==> config.mk <==
export PLATFORM = sky130hd
export DESIGN_NAME = mmio_master_bridge
export DESIGN_NICKNAME = d
export VERILOG_FILES = /design/src/rtl/mmio_master_bridge.sv
export SDC_FILE = /design/constraint.sdc
export NUM_CORES = 1
export LEC_CHECK = 0
export CORE_MARGIN = 3
export CORE_UTILIZATION = 36
export CTS_BUF_LIST = sky130_fd_sc_hd__clkbuf_8 sky130_fd_sc_hd__clkbuf_16
export CTS_CLUSTER_SIZE = 25
export DETAILED_ROUTE_END_ITERATION = 6
export PLACE_DENSITY = 0.74
export SYNTH_ARGS = -nofsm -noshare
export SYNTH_HDL_FRONTEND = slang
export SYNTH_SLANG_ARGS = --single-unit
==> constraint.sdc <==
create_clock -name clk -period 2 [get_ports clk]
set_input_delay 0.3 -clock clk [delete_from_list [all_inputs] [get_ports clk]]
set_output_delay 0.3 -clock clk [all_outputs]
set_load 0.01 [all_outputs]
==> src/rtl/mmio_master_bridge.sv <==
`timescale 1ns/1ps
`default_nettype none
// ============================================================================
//  Module      : mmio_master_bridge
//  Description : Single-outstanding core-to-MMIO bridge. Decodes one 4 KiB page
//                per slave starting at 0x8000_0000, drives a shared MMIO bus
//                with per-slave valid/ready, and returns a one-cycle response
//                carrying load data or a decode/timeout error.
//  Revision    : 1.0 - initial release
// ============================================================================
module mmio_master_bridge #(
    parameter int ADDR_W         = 13,
    parameter int PERIPH_NUM     = 2,
    parameter int TIMEOUT_CYCLES = 256
) (
    input  logic                     clk,
    input  logic                     rst,
    input  logic                     req_valid,
    output logic                     req_ready,
    input  logic                     req_we,
    input  logic [31:0]              req_addr,
    input  logic [31:0]              req_wdata,
    input  logic [3:0]               req_wstrb,
    output logic                     resp_valid,
    output logic [31:0]              resp_rdata,
    output logic                     resp_err,
    output logic [PERIPH_NUM-1:0]    mmio_valid,
    output logic                     mmio_we,
    output logic [ADDR_W-1:0]        mmio_addr,
    output logic [31:0]              mmio_wdata,
    output logic [3:0]               mmio_wstrb,
    input  logic [PERIPH_NUM-1:0]    mmio_ready,
    input  logic [32*PERIPH_NUM-1:0] mmio_rdata,
    input  logic [PERIPH_NUM-1:0]    irq_i,
    output logic [PERIPH_NUM-1:0]    irq_pending
);

    localparam logic [1:0]  c_ST_IDLE   = 2'd0;
    localparam logic [1:0]  c_ST_ACCESS = 2'd1;
    localparam logic [1:0]  c_ST_RESP   = 2'd2;

    localparam logic [19:0] c_PAGE_BASE = 20'h80000;
    localparam logic [15:0] c_TMO_LAST  = 16'(TIMEOUT_CYCLES - 1);

    logic [1:0]            r_state;
    logic [1:0]            w_state_nxt;
    logic                  r_req_ready;
    logic [PERIPH_NUM-1:0] r_sel;
    logic [PERIPH_NUM-1:0] w_dec_sel;
    logic                  w_dec_hit;
    logic [19:0]           w_page_off;
    logic                  w_handshake;
    logic                  w_sel_ready;
    logic [31:0]           w_sel_rdata;
    logic                  w_timeout;
    logic [15:0]           r_tmo_cnt;
    logic                  r_mmio_we;
    logic [ADDR_W-1:0]     r_mmio_addr;
    logic [31:0]           r_mmio_wdata;
    logic [3:0]            r_mmio_wstrb;
    logic [31:0]           r_resp_rdata;
    logic                  r_resp_err;
    logic [PERIPH_NUM-1:0] r_irq_pending;

    assign w_page_off  = req_addr[31:12] - c_PAGE_BASE;
    assign w_handshake = req_valid & r_req_ready;
    assign w_sel_ready = |(mmio_ready & r_sel);
    assign w_timeout   = (r_tmo_cnt == c_TMO_LAST);

    // Target is held one-hot so the return path is a plain AND-OR mux.
    always_comb begin
        w_dec_sel   = '0;
        w_sel_rdata = '0;
        for (int i = 0; i < PERIPH_NUM; i++) begin
            if (w_page_off == 20'(i)) begin
                w_dec_sel[i] = 1'b1;
            end
            if (r_sel[i]) begin
                w_sel_rdata = w_sel_rdata | mmio_rdata[i*32 +: 32];
            end
        end
        w_dec_hit = |w_dec_sel;
    end

    always_comb begin
        w_state_nxt = r_state;
        case (r_state)
            c_ST_IDLE: begin
                if (w_handshake) begin
                    w_state_nxt = w_dec_hit ? c_ST_ACCESS : c_ST_RESP;
                end
            end
            c_ST_ACCESS: begin
                if (w_sel_ready || w_timeout) begin
                    w_state_nxt = c_ST_RESP;
                end
            end
            c_ST_RESP:   w_state_nxt = c_ST_IDLE;
            default:     w_state_nxt = c_ST_IDLE;
        endcase
    end

    always_ff @(posedge clk) begin
        if (rst) begin
            r_state <= c_ST_IDLE;
        end else begin
            r_state <= w_state_nxt;
        end
    end

    always_ff @(posedge clk) begin
        if (rst) begin
            r_req_ready  <= 1'b0;
            r_sel        <= '0;
            r_tmo_cnt    <= '0;
            r_mmio_we    <= 1'b0;
            r_mmio_addr  <= '0;
            r_mmio_wdata <= '0;
            r_mmio_wstrb <= '0;
            r_resp_rdata <= '0;
            r_resp_err   <= 1'b0;
        end else begin
            // Registered so that ready is low while reset is held.
            r_req_ready <= (w_state_nxt == c_ST_IDLE);

            if (w_handshake) begin
                r_mmio_we    <= req_we;
                r_mmio_addr  <= req_addr[ADDR_W-1:0];
                r_mmio_wdata <= req_wdata;
                r_mmio_wstrb <= req_wstrb;
                r_sel        <= w_dec_sel;
                r_tmo_cnt    <= '0;
                if (!w_dec_hit) begin
                    r_resp_rdata <= '0;
                    r_resp_err   <= 1'b1;
                end
            end

            if (r_state == c_ST_ACCESS) begin
                if (w_sel_ready) begin
                    r_resp_rdata <= r_mmio_we ? 32'd0 : w_sel_rdata;
                    r_resp_err   <= 1'b0;
                end else if (w_timeout) begin
                    r_resp_rdata <= '0;
                    r_resp_err   <= 1'b1;
                end else begin
                    r_tmo_cnt <= r_tmo_cnt + 16'd1;
                end
            end
        end
    end

    always_ff @(posedge clk) begin
        if (rst) begin
            r_irq_pending <= '0;
        end else begin
            r_irq_pending <= irq_i;
        end
    end

    assign req_ready   = r_req_ready;
    assign mmio_valid  = (r_state == c_ST_ACCESS) ? r_sel : '0;
    assign mmio_we     = r_mmio_we;
    assign mmio_addr   = r_mmio_addr;
    assign mmio_wdata  = r_mmio_wdata;
    assign mmio_wstrb  = r_mmio_wstrb;
    assign resp_valid  = (r_state == c_ST_RESP);
    assign resp_rdata  = r_resp_rdata;
    assign resp_err    = r_resp_err;
    assign irq_pending = r_irq_pending;

endmodule
`default_nettype wire

==> metrics.cfg, run 1 <==
[run_status]
status = completed

[hold_path]
whs_endpoint = mmio_wdata[13]
hp-start = mmio_wdata[13]
min-delay-path-class = flip-flop to flip-flop
min_path_cells = 2

[yosys]
synth_cell_types = 47
synthTopCellsByArea = dfxtp_1 49%, o2bb2ai_2 10%, nand2_1 9.0%, a21oi_1 6.3%, a22oi_1 5.7%
yosys.area.top_type = dfxtp_1
syn-cell-area_mm2 = 0.00436
synth_nets = 606
netlist_instances = 465
avgSynthCellArea_um2 = 9.39
synth_adder_area_share_pct = 0.287
async_reset_ff_share_pct = 0
ys_ff_latch = 106
synthXorXnorAreaFrac_pct = 2.01
yosysSeqAreaShare_pct = 48.6
synth_compound_gate_area_share_pct = 25.7
yosysWarningCount = 0
synth-edff-count = 0
synth_top_family_by_area = compound AO/OA/AOI/OAI gates
synth_top_area_share_pct = 48.6
synthSimpleGateAreaFrac_pct = 19.1
synth_ff_type = dfxtp_1
synthMuxAreaShare_pct = 0.229

[die]
initial_core_util_pct = 37.6
die_area_mm2 = 0.0135
io_pins = 229
rows = 39
die_w_um = 116
die_y_um = 116
core_mm2 = 0.0116

[placement]
gp_congestion = 0.754
pre_cts_slack_ns = -0.260
placed_cell_area_mm2 = 0.00684
hpwl_um = 10300
port_buffers = 228

[critical_path]
path_cells = clkdlybuf4s50_1 -> or4_4 -> nor2_4 -> a31oi_4 -> nor3_4 -> buf_12 -> o2bb2ai_1
reg2reg_slack_ns = 0.18
cp_num_buf_inv = 2
reg2reg_from = r_tmo_cnt[0]
regToRegEndpoint = resp_rdata[31]
slowest_stage = or4_4
crit_type = input pin to flip-flop
path_depth = 7
cp.arrival_ns = 2.16
startpoint_type = input pin
cpPeakStageDelay_ns = 0.55
required_ns = 2.27
crit_path_end_kind = flip-flop
cpLargestDelayFamily = simple AND/OR/NAND/NOR gates
crit_fanout = 24
rr_worst_depth = 7

[cts]
hold_buffers = 0
cts_tree = done
cts_buffer_depth = 2
root_buffer = clkbuf_16
clk_pin_slew_ns = 0.06
clkLatencyLatePin_ns = 0.34
cts_max_level = 3
cts_buffers = 9
post-cts-setup-buffers = 0
clock_sinks = 106

[routing]
drt-total-wl_um = 13300
route.detailed.drc = 0
viasPerCell = 5.02
vias = 4209
drt-initial-drc-count = 183
wl_per_cell_um = 15.8
postRouteAntennaNets = 0
drtPass1Iterations = 4

[sta]
finalWorstSetupSlack_ns = 0.103
slew_headroom_pct = 54.7
fin_crit_sh_pct = 94.9
drv_slew = 0
finClkSkew_ns = 0.00767
holdWs_ns = 0.454
setup_viol_count_final = 0
worstMarginPinSlew_ns = 0.679
rsz0062_at_grt = no
max_freq_ghz = 0.527
hold_violations = 0
fin_crit_ns = 1.90

[pwr]
p_sw_share_pct = 21.9
irDropWorstVdd_v = 0.000365
p_leak_nw = 2.49
seq_power_share_pct = 48.3
clkPwrFrac_pct = 38.5
internal_power_mw = 3.54
p_per_area_mw_per_mm2 = 634
p_switching_uw = 995
p_total_mw = 4.53
power_frac_comb_pct = 13.2

[layout]
drive_gt1_share_pct = 11.4
nets = 832
diodes = 0
utilization_pct = 61.5
fin_area_mm2 = 0.00715
area_growth_pct = 63.8

[global_route]
grt_pass1_vias = 4241
antenna_found_initial = 0
grt.total_usage_pct = 19.2
grt_max_degree = 65
gr-total-overflow = 0
grt_pass1_wl_um = 20500

[run]
maxCapViolations = 0

## cells in the mapped netlist, types with 2 or more instances
cell type / count
a211oi_1: 2
a21oi_1: 55
a22oi_1: 33
a2bb2oi_1: 2
and2_1: 4
and3_1: 4
and4_1: 3
buf_2: 7
buf_6: 4
clkbuf_1: 23
dfxtp_1: 106
nand2_1: 105
nand2b_1: 2
nand3_1: 7
nand4_1: 6
nor2_1: 21
nor2b_1: 5
nor3_1: 2
nor3_4: 3
nor4_1: 3
o21ai_0: 2
o21ai_1: 2
o2bb2ai_1: 2
o2bb2ai_2: 30
or4_4: 2
xnor2_1: 4
xor2_1: 6
## power groups by stage
stage	clock network, mW	registers, mW	logic (mW)
6_report	1.74	2.19	0.600
4_1_cts	1.80	2.19	0.607
5_1_grt	1.88	2.19	0.642
2_1_floorplan	0	2.26	0.153
3_3_place_gp	0	2.23	0.594
3_5_place_dp	0	2.24	0.603
## worst register-to-register path, stage by stage (launching register included)
cell and delay (ns):
dfxtp_1 0.39, ha_1 0.26, and3_1 0.22, nand4_1 0.13, a21oi_1 0.28, nor3_4 0.08
buf_12 0.20, o2bb2ai_1 0.14
## cells by family after synthesis
kind of cell               Yosys count
and+or+nand+nor                    175
AOI/OAI and AO/OA                  136
DFF                                106
buffers and inverters               36
xor gates and xnor gates            10
muxes                                1
adders and majority gates            1
## registers in the layout, indices dropped and copies added, names as in the netlist
signal	cells
mmio_wstrb	4
r_sel	2
req_ready	1
resp_rdata	32
mmio_addr	13
resp_err	1
mmio_wdata	32
mmio_we	1
r_state	2
irq_pending	2
r_tmo_cnt	16
## routing by layer
metal / vias up / GRT usage [%] / wire (µm) / share of wire (%)
met3: 16 / 6.11 / 1250 / 9.4
met5: - / 0 / 0 / 0
li1: 2099 / - / - / -
met4: 0 / 6.96 / 159 / 1.2
met1: 1924 / 21.4 / 5280 / 40
met2: 170 / 34.3 / 6600 / 50
## area by class of cell
cell class / instances / area [µm²]
multi-input cells: 323 / 2070
repair buffers: 250 / 2470
flip-flops and latches: 106 / 2130
inverters: 1 / 3.75
clock buffers: 10 / 239
fillers: 993 / 4470
well taps: 143 / 179
clock inverters: 6 / 58.8
## metrics by stage
stage | TNS, ns | cells
after floorplan | 0 | 465
after global placement | -6.44 | 823
after detailed placement | -8.83 | 823
after CTS | 0 | 839
after global routing | 0 | 839
final | 0 | 839
## how the worst max path moves through the flow
stage | start | end | slack (ns)
floorplan | req_addr[17] | resp_rdata[10] | 0.28
CTS | r_state[0] | mmio_valid[1] | 0.02
finish | req_addr[17] | resp_rdata[31] | 0.10
detailed placement | req_addr[17] | resp_rdata[0] | -0.26
global placement | req_addr[17] | resp_rdata[31] | -0.21
global route | r_tmo_cnt[0] | resp_rdata[0] | 0.03
## placed cells by master (no fill, tap or decap), types with 2 or more instances in the layout
cell             instances
or4_4                    2
xor2_1                   6
nor2_1                  21
a2bb2oi_1                2
nor2b_1                  5
o2bb2ai_2               30
dlymetal6s2s_1           2
and4_1                   3
nor4_1                   3
nand4_1                  6
a22oi_1                 33
nor3_1                   2
xnor2_1                  4
clkdlybuf4s50_1        225
o2bb2ai_1                2
buf_12                   2
and2_1                   3
buf_4                   20
o21ai_0                  2
o21ai_1                  2
a211oi_1                 2
nand2b_1                 2
nand3_1                  7
dfxtp_1                105
nor3_4                   3
nand2_1                104
a21oi_1                 55
clkbuf_16                9
and3_1                   4
inv_1                    3
## repair_timing
action / CTS / global route
gates resized for setup: 1 / 3
endpoints found under the setup margin: 2 / 2
pin swaps: 0 / 0
No activity file was read; power rests on OpenSTA's default activity.
==> run 2, diff against run 1 <==
--- a/config.mk
+++ b/config.mk
@@ -5,7 +5,7 @@
 export SDC_FILE = /design/constraint.sdc
 export NUM_CORES = 1
 export LEC_CHECK = 0
-export CORE_MARGIN = 3
+export CORE_MARGIN = 2
 export CORE_UTILIZATION = 36
 export CTS_BUF_LIST = sky130_fd_sc_hd__clkbuf_8 sky130_fd_sc_hd__clkbuf_16
 export CTS_CLUSTER_SIZE = 25
==> run 2 against run 1 <==
Non-clock buffer count decreased by 3. Sequential power barely moved. Worst setup slack improved by 0.013 ns. Clock-buffer cell count increased by 1. Largest cell class unchanged. Sequential cell count unchanged. Via count is 0.86% higher. Worst hold slack better by 0.0019 ns. First-iteration DRC count down 29%. Clock skew about the same. Final area hardly changed.
==> metrics.cfg, run 2 (synthesized netlist as in run 1, its figures left out) <==
[critical_path]
path_cells = nor4_1 -> buf_4 -> nand4_1 -> a21oi_1 -> nor3_4 -> buf_12 -> o2bb2ai_1
reg2reg_slack_ns = 0.12  ; -0.06 ns
required_ns = 2.22  ; -0.05 ns
crit_path_end_kind = flip-flop
crit_type = flip-flop to flip-flop
cp_num_buf_inv = 2  ; unchanged
crit_fanout = 32  ; +33%
cp.arrival_ns = 2.10  ; -0.06 ns
path_depth = 7  ; unchanged
cpLargestDelayFamily = simple AND/OR/NAND/NOR gates
startpoint_type = flip-flop
slowest_stage = dfxtp_1
rr_worst_depth = 7  ; unchanged
cpPeakStageDelay_ns = 0.36  ; -0.19 ns

[die]
core_mm2 = 0.0119  ; +2.6%
io_pins = 229  ; unchanged
rows = 40  ; +2.6%
initial_core_util_pct = 36.6  ; -0.94 points
die_w_um = 114  ; -1.7%
die_y_um = 114  ; -1.7%
die_area_mm2 = 0.0130  ; -3.4%

[layout]
final_common_cell = clkdlybuf4s50_1
area_growth_pct = 63.8  ; about the same
multi_input_area_mm2 = 0.00207  ; unchanged
seq_area_mm2 = 0.00213  ; unchanged
fill_cells = 1037  ; +4.4%
drive_gt1_share_pct = 11.1  ; -0.22 points
nets = 829  ; -0.36%
utilization_pct = 60.0  ; -1.5 points
layout_common_cells = 225 x clkdlybuf4s50_1, 105 x dfxtp_1, 104 x nand2_1, 55 x a21oi_1, 33 x a22oi_1
diodes = 0  ; unchanged

[routing]
drtPass1Iterations = 4  ; unchanged
drt-initial-drc-count = 130  ; -29%
drt-total-wl_um = 13100  ; -1.5%
route.detailed.drc = 0  ; unchanged
postRouteAntennaNets = 0  ; unchanged
viasPerCell = 5.06  ; +0.86%
vias = 4245  ; +0.86%
wl_per_cell_um = 15.6  ; -1.5%

[sta]
drv_slew = 0  ; unchanged
rsz0062_at_grt = no
hold_violations = 0  ; unchanged
setup_viol_count_final = 0  ; unchanged
fin_crit_sh_pct = 94.2  ; -0.63 points
slew_headroom_pct = 54.3  ; -0.45 points
max_freq_ghz = 0.531  ; +0.67%
fin_crit_ns = 1.88  ; -0.0127 ns
finalWorstSetupSlack_ns = 0.116  ; +0.0127 ns
finClkSkew_ns = 0.00740  ; -0.000269 ns
worstMarginPinSlew_ns = 0.686  ; +0.00679 ns
fin_setup_tns_ns = 0  ; unchanged

[cts]
root_buffer = clkbuf_16
clk_pin_slew_ns = 0.07  ; about the same
cts_tree = done
cts_buffer_depth = 2  ; unchanged
clock_sinks = 106  ; unchanged
clkLatencyLatePin_ns = 0.34  ; about the same
cts_buffers = 9  ; unchanged
hold_buffers = 0  ; unchanged
cts_max_level = 3  ; unchanged

[global_route]
grt_max_degree = 65  ; unchanged
grt.total_usage_pct = 19.6  ; +0.40 points
antenna_found_initial = 0  ; unchanged
gr-total-overflow = 0  ; unchanged
grt_pass1_wl_um = 20300  ; -1.0%
grt_pass1_vias = 4102  ; -3.3%

[placement]
pre_cts_slack_ns = -0.228  ; +0.0320 ns
gp_congestion = 0.839  ; +11%
port_buffers = 228  ; unchanged
hpwl_um = 9820  ; -4.8%

[run_status]
status = completed

[pwr]
irDropWorstVdd_v = 0.000585  ; +60%
p_per_area_mw_per_mm2 = 641  ; +1.2%
p_leak_nw = 2.47  ; -0.57%

[hold_path]
min-delay-path-class = flip-flop to flip-flop
min_path_cells = 2  ; unchanged

[run]
maxCapViolations = 0  ; unchanged

==> run 2: changes by cell type in the layout (fill, tap and decap cells not counted) <==
cell      change
clkbuf_8      +1
buf_4         -4
buf_12        +1
inv_1         -2
==> run 2: timing repair <==
action	CTS	global route
endpoints found under the setup margin	2	2
resized for setup	1	3
setup buffers	0	0
==> run 2: through the flow <==
step                      cells  area (µm²)  total power, mW  hold slack [ns]
after global routing        839        7150             4.76            0.475
final                       839        7150             4.59            0.456
after floorplan             465        4360             2.41            0.428
after detailed placement    824        6840             2.84            0.448
after CTS                   839        7140             4.64            0.459
after global placement      824        6840             2.82            0.441
==> run 2: worst paths after layout <==
| check | endpoint | startpoint |
|---|---|---|
| max | resp_rdata[31] | r_tmo_cnt[8] |
| min | mmio_wdata[0] | mmio_wdata[0] |
| max reg2reg | resp_rdata[31] | r_tmo_cnt[8] |
| min reg2reg | mmio_wdata[0] | mmio_wdata[0] |
==> run 2: area by class of cell <==
cell class / instances / area share [%]
timing repair buffer: 247 / 34.4
sequential: 106 / 29.7
multi-input combinational: 323 / 28.9
clock buffer: 11 / 3.54
tap: 147 / 2.57
clock inverter: 4 / 0.718
inverter: 1 / 0.0525
==> run 2: power breakdown <==
part	switching (mW)	internal, mW	leakage, nW
Sequential	0.0268	2.16	0.861
Combinational	0.218	0.382	1.46
Clock	0.766	1.03	0.148
Total	1.01	3.57	2.47
==> run 2: layer usage <==
layer	GRT usage (%)	routed length, µm	vias to the layer above
met5	0	0	-
met4	6.10	159	0
met3	6.83	1230	12
met2	34.8	6390	156
met1	22.0	5310	1983
li1	-	-	2094
==> run 2: worst register-to-register path: cells and delay by family, from the launching register on <==
family          cells  cell delay, ns
flops               1            0.36
compound gates      2            0.45
simple gates        3            0.57
buf+inv             2            0.40
==> run 3, diff against run 2 <==
--- a/config.mk
+++ b/config.mk
@@ -10,7 +10,7 @@
 export CTS_BUF_LIST = sky130_fd_sc_hd__clkbuf_8 sky130_fd_sc_hd__clkbuf_16
 export CTS_CLUSTER_SIZE = 25
 export DETAILED_ROUTE_END_ITERATION = 6
-export PLACE_DENSITY = 0.74
+export DONT_BUFFER_PORTS = 1
 export SYNTH_ARGS = -nofsm -noshare
 export SYNTH_HDL_FRONTEND = slang
 export SYNTH_SLANG_ARGS = --single-unit
==> constraint.sdc (replaced) <==
create_clock -name clk -period 2 [get_ports clk]
set_input_delay 0.3 -clock clk [delete_from_list [all_inputs] [get_ports clk]]
set_output_delay 0.3 -clock clk [all_outputs]
set_load 0.1 [all_outputs]
==> run 3 against run 2 <==
Sequential cell count unchanged. Worst hold slack worse by 0.42 ns. Register-to-register slack better by 0.12 ns. Global-route usage down 2.0 points. Non-clock buffer count down 144. Final cell count down 17%. Sequential power about the same. Die area unchanged. Power down 1.2%. Sequential share of layout area up 9.0 points. First-iteration DRC count up 3.1%. Utilization down 14 points. Highest routed layer unchanged.
==> metrics.cfg, run 3 (synthesized netlist as in run 1, its figures left out) <==
[routing]
viasPerCell = 5.33  ; +5.3%
drt-initial-drc-count = 134  ; +3.1%
highest-signal-layer = met4
route.detailed.drc = 0  ; unchanged
vias = 3697  ; -13%
wl_met1_um = 4570  ; -14%
met2_length_um = 5640  ; -12%
wl_per_cell_um = 16.6  ; +6.1%
drt-total-wl_um = 11500  ; -12%
met3_length_um = 1070  ; -13%
drtPass1Iterations = 4  ; unchanged
postRouteAntennaNets = 0  ; unchanged

[critical_path]
crit_path_end_kind = primary output
cp.arrival_ns = 1.52  ; -0.58 ns
cpLargestDelayFamily = flip-flops
crit_type = flip-flop to primary output
cp_num_buf_inv = 2  ; unchanged
startpoint_type = flip-flop
cpPeakStageDelay_ns = 0.44  ; +0.08 ns
crit_fanout = 7  ; -78%
path_cells = nor2b_1 -> buf_4 -> and2_1 -> buf_12
slowest_stage = dfxtp_1
required_ns = 1.70  ; -0.52 ns

[sta]
worstMarginPinSlew_ns = 0.552  ; -0.133 ns
rsz0062_at_grt = no
finClkSkew_ns = 0.00497  ; -0.00243 ns
max_freq_ghz = 0.548  ; +3.3%
fin_setup_tns_ns = 0  ; unchanged
slew_headroom_pct = 63.2  ; +8.9 points
hold_violations = 0  ; unchanged
fin_crit_sh_pct = 91.2  ; -3.0 points
setup_viol_count_final = 0  ; unchanged
fin_crit_ns = 1.82  ; -0.0595 ns
drv_slew = 0  ; unchanged

[placement]
port_buffers = 0  ; -100%
hpwl_um = 8660  ; -12%
gp_congestion = 0.820  ; -2.3%

[die]
rows = 40  ; unchanged
die_y_um = 114  ; unchanged
initial_core_util_pct = 36.6  ; unchanged
die_w_um = 114  ; unchanged
core_mm2 = 0.0119  ; unchanged
io_pins = 229  ; unchanged
die_area_mm2 = 0.0130  ; unchanged

[global_route]
antenna_found_initial = 0  ; unchanged
gr-total-overflow = 0  ; unchanged
grt_max_degree = 66  ; +1.5%
grt_pass1_wl_um = 17700  ; -13%
grt.total_usage_pct = 17.5  ; -2.0 points
grt_pass1_vias = 3578  ; -13%

[pwr]
seq_power_share_pct = 48.1  ; +0.4 points
power_frac_comb_pct = 14.0  ; +0.9 points
p_total_mw = 4.53  ; -1.2%
clkPwrFrac_pct = 38.0  ; -1.2 points
p_sw_share_pct = 28.5  ; +6.4 points
p_per_area_mw_per_mm2 = 826  ; +29%
p_switching_mw = 1.29  ; +28%
irDropWorstVdd_v = 0.000493  ; -16%
p_leak_nw = 2.03  ; -18%
internal_power_mw = 3.24  ; -9.3%

[cts]
cts_tree = done
clkLatencyLatePin_ns = 0.34  ; about the same
clock_sinks = 106  ; unchanged
root_buffer = clkbuf_16
ctsResizeCount = 0  ; -1
post-cts-setup-buffers = 0  ; unchanged
cts_buffer_depth = 2  ; unchanged
cts_max_level = 3  ; unchanged
clk_pin_slew_ns = 0.07  ; about the same
cts_buffers = 9  ; unchanged
hold_buffers = 0  ; unchanged

[run]
maxCapViolations = 0  ; unchanged

[layout]
layout_common_cells = 105 x dfxtp_1, 104 x nand2_1, 99 x buf_4, 55 x a21oi_1, 33 x a22oi_1
drive_gt1_share_pct = 29.3  ; +18 points
final_common_cell = dfxtp_1
diodes = 0  ; unchanged
nets = 685  ; -17%
area_growth_pct = 25.7

[hold_path]
min-delay-path-class = input pin to flip-flop

[run_status]
status = completed

==> run 3: cell count changes in the layout (fill, tap and decap cells not counted), moves of 2 or more <==
cell | previous run | this run
buf_4 | 16 | 99
clkbuf_8 | 2 | 0
clkdlybuf4s50_1 | 225 | 0
dlymetal6s2s_1 | 2 | 0
==> run 3: final timing paths <==
kind / start / slack (ns) / cells past startpoint / end
max: r_state[0] / 0.18 / 4 / mmio_valid[0]
min: rst / 0.04 / 1 / r_tmo_cnt[12]
max reg2reg: r_tmo_cnt[0] / 0.24 / 7 / resp_rdata[25]
min reg2reg: mmio_wdata[12] / 0.45 / 2 / mmio_wdata[12]
==> run 3: cell type report <==
class | instances | area [µm²]
Fill cell | 1150 | 6420
Multi-Input combinational cell | 323 | 2070
Inverter | 1 | 3.75
Tap cell | 147 | 184
Sequential cell | 106 | 2120
Clock inverter | 5 | 56.3
Clock buffer | 9 | 225
Timing Repair Buffer | 103 | 823
==> run 3: per-stage QoR <==
step                area, µm²  hold slack, ns  std cells  setup slack [ns]  util [%]
CTS                      5490          0.0216        694             0.149      46.1
global route             5490         0.00548        694            0.0728      46.1
floorplan                4370           0.428        465             0.190         -
global placement         5210           0.386        680             0.208      43.7
finish                   5490          0.0382        694             0.175      46.1
detailed placement       5210           0.390        680             0.176      43.7
==> run 3: power by group through the flow <==
stage | Sequential [mW] | Combinational, mW | Clock (mW)
2_1_floorplan | 2.60 | 0.161 | 0
3_3_place_gp | 2.23 | 0.630 | 0
3_5_place_dp | 2.23 | 0.637 | 0
4_1_cts | 2.18 | 0.637 | 1.76
5_1_grt | 2.18 | 0.662 | 1.86
6_report | 2.18 | 0.633 | 1.72
==> run 3: worst register-to-register path, stage by stage, from the launching register on <==
cell and delay, ns:
dfxtp_1 0.38, ha_1 0.25, and3_1 0.22, nand4_1 0.12
a21oi_1 0.27, nor3_4 0.06, buf_12 0.18, o2bb2ai_2 0.16
==> run 3: routing by layer <==
metal / global-route usage (%) / vias to the layer above
met1: 19.7 / 1703
met5: 0 / -
met4: 6.91 / 0
met3: 6.09 / 13
li1: - / 1812
met2: 30.6 / 169
==> RTL change (config.mk and constraints of run 2) <==
Put one more register stage on the output `irq_pending`, without a reset. The value now appears one clock later. The other outputs are not delayed to match.
--- a/src/rtl/mmio_master_bridge.sv
+++ b/src/rtl/mmio_master_bridge.sv
@@ -167,7 +167,9 @@
     assign resp_valid  = (r_state == c_ST_RESP);
     assign resp_rdata  = r_resp_rdata;
     assign resp_err    = r_resp_err;
-    assign irq_pending = r_irq_pending;
+    always_ff @(posedge clk) begin
+        irq_pending <= r_irq_pending;
+    end
 
 endmodule
 `default_nettype wire
Formal check against the unedited RTL: not equivalent (a bounded check fails within 4 cycles, from zero or initial values and one cycle with rst high).
==> RTL change against run 2 <==
- power up 3.1%
- sequential power increased by 2%
- sequential cell count grew 2
- area after synthesis down 0.80%
- highest routed layer unchanged
- cell count is 1.8% higher
- routed wire length shrank 0.66%
- largest power group unchanged
- worst setup slack lost 0.071 ns
- count of clock-buffer cells in the layout unchanged
- die area is 0.78% lower
- design area is 0.17% higher
==> RTL change: results (changes against run 2) <==
================================================================================
CP arrival ........................................................      1.66 ns   -0.44 ns
WHS Path Cells ....................................................            0   -2
End point of the worst hold path .................................. irq_pending[0]
Capturing point of the worst reg2reg path ......................... r_tmo_cnt[10]
Vias in the first global route ....................................         4441   +8.3%
Largest driver fanout on the critical path ........................            5   -84%
Status ............................................................ finished clean
Final Net Count ...................................................          844   +1.8%
Sum of net half-perimeters after detailed placement ............... 10100 microns   +2.5%
Cell types occupying the most area after synthesis ................ dfxtp_1 50%, nand2_1 9.5%, a21oi_1 7.1%, a22oi_1 5.5%, o2bb2ai_1 4.5%
Endpoint of the worst setup timing path ........................... mmio_valid[1]
Syn_nets ..........................................................          617   +1.8%
Fraction of final layout cells with drive strength greater than 1 .        9.05%   -2.1 points
Pre-CTS WS ........................................................    -0.137 ns   +0.0902 ns
Critical path's largest stage delay ...............................      0.55 ns   +0.19 ns
Slew at the pin closest to its max-slew limit .....................     0.436 ns   -0.250 ns
Number of fill cells in the layout ................................         1055   +1.7%
Fin cells .........................................................          854   +1.8%
Maximum frequency from static timing analysis .....................    0.511 GHz   -3.6%
Leading post-synthesis cells by instance count .................... 110 x nand2_1, 108 x dfxtp_1, 61 x a21oi_1
Worst hold-check slack ............................................     0.332 ns   -0.124 ns
Post-DP Area ......................................................   6830 sq um   -0.11%
Worst-case clock skew .............................................   0.00674 ns   -0.000657 ns
Average wire per cell in the routed design ........................ 15.2 microns   -2.4%
Sequential element share of the synthesized area ..................        49.9%   +1.3 points
Launch instance of the worst min-delay path ....................... r_irq_pending[0]
Cells on worst reg2reg path .......................................            6   -1
================================================================================
-- RTL change: cell count changes after synthesis, moves of 4 or more --
cell | run 2 | this run
buf_1 | 0 | 9
nand2_1 | 105 | 110
a21oi_1 | 55 | 61
buf_2 | 7 | 1
xnor2_1 | 4 | 0
o2bb2ai_1 | 2 | 22
nand2b_1 | 2 | 6
o2bb2ai_2 | 30 | 10
o21ai_0 | 2 | 7
nor2_1 | 21 | 11
-- RTL change: power by group --
| part | switching (uW) | internal [uW] | leakage (uW) | total (uW) |
|---|---|---|---|---|
| logic | 212 | 375 | 0.00141 | 586 |
| registers | 26.8 | 2200 | 0.000877 | 2230 |
| clock network | 754 | 1160 | 0.000158 | 1910 |
| total | 993 | 3730 | 0.00244 | 4730 |
-- RTL change: worst max-delay path, delay by kind of cell (launching register included) --
family | cells | cell delay, ns
buf+inv | 1 | 0.55
simple gates | 2 | 0.34
flops | 1 | 0.43
-- RTL change: logic make-up after synthesis --
group	count (synthesis)	share of synthesized area (%)
buffers and inverters	36	3.84
AOI/OAI and AO/OA	145	24.7
and+or+nand+nor	180	20.0
adders and majority gates	1	0.289
DFF	108	49.9
xor gates and xnor gates	6	1.21
-- RTL change: layer usage --
metal  track usage (%)  wire length (microns)  vias to the layer above
met3              7.07                   1140                       18
met2              35.6                   6480                      151
met4              7.64                    237                        0
li1                  -                      -                     2141
met5                 0                      0                        -
met1              22.1                   5150                     1999
-- RTL change: layout make-up --
class	count	area share, %
Timing Repair Buffer	251	34.6
Clock inverter	4	1.01
Sequential cell	108	30.2
Clock buffer	11	3.53
Multi-Input combinational cell	332	28.1
Inverter	1	0.0524
Tap cell	147	2.57
-- RTL change: what timing repair did --
action | 4_1_cts | 5_1_grt
pin swaps | 0 | 0
endpoints found under the setup margin | 1 | 1
resized for setup | 1 | 1
gates cloned | 0 | 0
